===== src/rtl/demux8to16_deser.sv =====
// Receive-side deserializer: rebuilds lane1/lane2 word pairs from an alternating
// word stream and hands each completed pair off with a valid/ready handshake.
module demux8to16_deser #(
    parameter int W         = 8,
    parameter bit FIRST_SEL = 1'b0,
    parameter int CNT_W     = 16
) (
    input  logic             i_clk,
    input  logic             i_rst,
    input  logic             i_flush,
    input  logic [W-1:0]     i_in,
    input  logic             i_in_valid,
    output logic             o_in_ready,
    output logic             o_sel,
    output logic [W-1:0]     o_out1,
    output logic [W-1:0]     o_out2,
    output logic             o_out_valid,
    input  logic             i_out_ready,
    output logic [CNT_W-1:0] o_pair_cnt
);

    typedef enum logic [1:0] {
        S_WAIT_A = 2'd0,
        S_WAIT_B = 2'd1,
        S_FULL   = 2'd2
    } state_t;

    state_t             r_state;
    state_t             w_next;
    logic [W-1:0]       r_out1;
    logic [W-1:0]       r_out2;
    logic [CNT_W-1:0]   r_pair_cnt;
    logic               w_in_xfer;
    logic               w_out_xfer;

    // flush cancels both handshakes for the cycle it is asserted
    assign w_in_xfer  = i_in_valid & o_in_ready & ~i_flush;
    assign w_out_xfer = o_out_valid & i_out_ready & ~i_flush;

    always_ff @(posedge i_clk) begin
        if (i_rst) r_state <= S_WAIT_A;
        else       r_state <= w_next;
    end

    always_comb begin
        w_next = r_state;
        if (i_flush) begin
            w_next = S_WAIT_A;
        end else begin
            case (r_state)
                S_WAIT_A: if (w_in_xfer) w_next = S_WAIT_B;
                S_WAIT_B: if (w_in_xfer) w_next = S_FULL;
                S_FULL:   if (w_out_xfer) w_next = w_in_xfer ? S_WAIT_B : S_WAIT_A;
                default:  w_next = S_WAIT_A;
            endcase
        end
    end

    // in FULL the next word can only enter on the hand-off edge, so the lane
    // registers are never disturbed while a pair is waiting
    always_comb begin
        o_out_valid = (r_state == S_FULL);
        o_in_ready  = (r_state != S_FULL) | i_out_ready;
        o_sel       = (r_state == S_WAIT_B) ? ~FIRST_SEL : FIRST_SEL;
    end

    always_ff @(posedge i_clk) begin
        if (i_rst) begin
            r_out1     <= '0;
            r_out2     <= '0;
            r_pair_cnt <= '0;
        end else begin
            if (w_in_xfer) begin
                if (o_sel) r_out2 <= i_in;
                else       r_out1 <= i_in;
            end
            if (w_out_xfer) r_pair_cnt <= r_pair_cnt + CNT_W'(1);
        end
    end

    assign o_out1     = r_out1;
    assign o_out2     = r_out2;
    assign o_pair_cnt = r_pair_cnt;

endmodule


===== config.mk =====
export PLATFORM = sky130hd
export DESIGN_NAME = demux8to16_deser
export DESIGN_NICKNAME = d
export VERILOG_FILES = /design/src/rtl/demux8to16_deser.sv
export SDC_FILE = /design/constraint.sdc
export NUM_CORES = 1
export LEC_CHECK = 0
export CAP_MARGIN = 10
export CORE_MARGIN = 1
export CORE_UTILIZATION = 47
export CTS_CLUSTER_SIZE = 8
export DETAILED_ROUTE_END_ITERATION = 16
export GPL_TIMING_DRIVEN = 0
export PLACE_DENSITY = 0.81
export RECOVER_POWER = 100
export SLEW_MARGIN = 40
export SYNTH_ARGS = -nofsm -noshare
export SYNTH_HDL_FRONTEND = slang
export SYNTH_SLANG_ARGS = --single-unit

===== constraint.sdc =====
create_clock -name i_clk -period 2.55 [get_ports i_clk]
set_clock_uncertainty 0.05 [all_clocks]
set_input_delay 0.3825 -clock i_clk [delete_from_list [all_inputs] [get_ports i_clk]]
set_output_delay 0.3825 -clock i_clk [all_outputs]
set_load 0.01 [all_outputs]

==> key figures <==
Detailed routing
  – Highest metal used: met4
  – Vias per cell: 5.40
  – Detail Route Antenna Nets: 0
  – Post-route DRC violation count: 0
  – Met2 WL post-DR: 1.54 mm
  – DR pass1 iterations: 4
  – Metal-1 WL: 1.40 mm
  – Via count: 1,291
  – Metal3 WL: 240 µm
  – DR iter-0 viols: 27
  – WL final: 3.26 mm
  – DR WL/cell: 13.6 µm

Min path
  – Worst Hold Class: in -> reg

Cells and area
  – FILL cells: 235
  – Post-Layout Inst Area: 1930 µm²
  – Area Growth Syn to Fin: 39.4%
  – N_diodes: 0
  – Post-layout nets: 223
  – Share of layout cells above drive strength 1: 3.85%

Floorplanning
  – Starting Density: 49.7%
  – Core Box Area: 2780 µm²
  – Die extent in x: 56.2 µm
  – Die Y: 56.2 µm
  – FP Rows: 19
  – Die area: 3160 µm²
  – Top-level I/O count: 48

Synthesis
  – Count of cell types in the netlist: 30
  – Compound-Gate Fraction of Synth Area: 7.60%
  – #FFs+latches synth: 34
  – Post-synthesis simple-gate area fraction: 26.0%
  – Largest family of logic cells by synthesized area: simple AND/OR/NAND/NOR gates
  – Mux contribution to synthesized area: 5.79%
  – Synthesized area: 1380 µm²
  – Synth top cells by count: dfxtp_1 (34), nand2_1 (24), nor2_1 (19)
  – Ys flop type: dfxtp_1
  – Post-synth EDFFs: 0
  – Synth top area cells: dfxtp_1 (49%), nand2_1 (6.5%), mux2i_1 (5.8%)
  – Asr flop ratio synth: 0%
  – Fraction of synthesized cell area in xor and xnor cells: 7.60%
  – Syn_nets: 170
  – Mean Syn Cell Area: 8.86 µm²
  – Sequential-to-total area share from yosys stat: 49.2%
  – Post-synthesis adder-cell area fraction: 0.905%
  – Top-count cell post-synth: dfxtp_1
  – Synth Warn #: 0
  – Synth area leader: dfxtp_1
  – Syn Inst Count: 156
  – Yosys top cell area share: 49.2%

Pwr
  – Worst vdd ir: 472 µV
  – PwrDens: 477 nW/µm²
  – Pleak: 0.760 nW

Clock tree
  – # hold bufs at CTS: 0
  – H-tree depth: 2
  – Clock sinks: 34
  – PostCTS Resize Cnt: 0
  – Clock transition at the registers of the reported paths: 0.10 ns
  – Post-CTS Setup Bufs: 0
  – CTS Buf Count: 5
  – Clock Path Buffers: 2
  – CTS Root Cell: clkbuf_4
  – Clk_lat worst skew: 0.33 ns
  – CTS tree: yes

Place
  – Post-place setup slack: 0.208 ns
  – Placer Congestion: 0.744
  – IO buf count: 46
  – DP HPWL: 2.37 mm
  – Post-Place Cell Area: 1880 µm²

Critical path
  – Worst setup SP type: primary input
  – CP Class: in -> out
  – CP Capture Type: primary output
  – Crit path DAT: 1.87 ns
  – Required @ worst endpoint: 2.12 ns
  – Critical-path maximum fanout: 4

Timing
  – Tcrit/Tclk final: 90.5%
  – Hold Worst Slack: 0.342 ns
  – Final min period: 2.31 ns
  – Final count of negative-setup-slack endpoints: 0
  – Fmax: 434 MHz
  – Final Hold Vio Count: 0
  – Max Slew Vio Count: 0
  – Setup TNS: 0 ns
  – Setup slack after layout: 0.243 ns
  – RSZ-0062 raised after global routing: false
  – Worst-Margin Slew: 0.583 ns
  – Rel. slew slack: 61.1%

Global routing
  – Total GRT Usage: 22.3%
  – Largest net degree at the start of global routing: 11
  – Initial antenna violation count: 0
  – Vias in the first global route: 1,224
  – Global-route wire length before repair: 5.30 mm
  – Grt ovf: 0

Run status
  – Outcome: finished, final reports clean

Job
  – Max-Cap Viols: 0
final cells by class:
cell class                      instances  area [µm²]  area share (%)
Tap cell                               31        38.8            2.01
Buffer                                  7        26.3            1.36
Sequential cell                        34         681            35.3
Timing Repair Buffer                   46         460            23.9
Multi-Input combinational cell        112         658            34.2
Clock buffer                            6        51.3            2.66
Inverter                                3        11.3           0.584
cell usage in the layout, fill, tap and decap left out, types with 2 or more instances in the layout:
master / netlist / layout
nor2_1: 19 / 19
o21ai_0: 3 / 3
nand3_1: 3 / 3
inv_1: 3 / 3
xnor2_1: 9 / 9
clkbuf_1: 4 / 6
xor2_1: 3 / 3
dfxtp_1: 34 / 34
nor4_1: 3 / 3
nor3_1: 5 / 5
dlygate4sd3_1: 0 / 36
a21oi_1: 13 / 13
nor2b_1: 2 / 2
nand2_1: 24 / 24
clkbuf_4: 0 / 5
mux2i_1: 8 / 8
nand4_1: 5 / 5
clkdlybuf4s50_1: 0 / 10
or3_1: 3 / 3
kinds of logic (layout without fill, tap and decap cells):
family,Yosys count,in the layout
adder cells (fa/ha/maj),1,1
AO/OA/AOI/OAI,19,19
flip-flops,34,34
multiplexers,8,8
buffers and inverters,10,62
XOR/XNOR,12,12
AND/OR/NAND/NOR,72,72
path summary, 6_finish.rpt:
| path | cells past startpoint | to | slack (ns) | start |
|---|---|---|---|---|
| hold / removal | 2 | o_pair_cnt[13] | 0.34 | i_rst |
| setup reg to reg | 4 | o_pair_cnt[13] | 0.61 | o_pair_cnt[5] |
| hold reg to reg | 2 | o_out2[6] | 0.41 | o_out2[6] |
| setup / recovery | 3 | o_in_ready | 0.24 | i_out_ready |
worst max-delay path: stages:
cell	delay [ns]
clkdlybuf4s50_1	0.47
or3b_2	0.51
clkdlybuf4s50_1	0.51
flip-flops by register name, summed over array words and instances, names as in the netlist:
signal,count
o_out2,8
o_pair_cnt,16
r_state,2
o_out1,8
routing by layer:
| layer | GRT usage [%] | vias up |
|---|---|---|
| met5 | 0 | - |
| li1 | - | 638 |
| met3 | 7.44 | 8 |
| met4 | 13.2 | 0 |
| met1 | 24.4 | 600 |
| met2 | 37.4 | 45 |
report_power, final:
group / switching [mW] / leakage [nW] / internal, mW
clock network: 0.168 / 0.0302 / 0.124
logic: 0.0384 / 0.455 / 0.0428
registers: 0.00588 / 0.275 / 0.540
stage by stage:
stage / std cells / utilization (%) / power (mW)
2_1_floorplan: 156 / - / 0.595
3_3_place_gp: 233 / 67.7 / 0.642
3_5_place_dp: 233 / 67.7 / 0.644
4_1_cts: 239 / 69.5 / 0.934
5_1_grt: 239 / 69.3 / 0.957
6_report: 239 / 69.3 / 0.919
No activity file was read; power rests on OpenSTA's default activity.
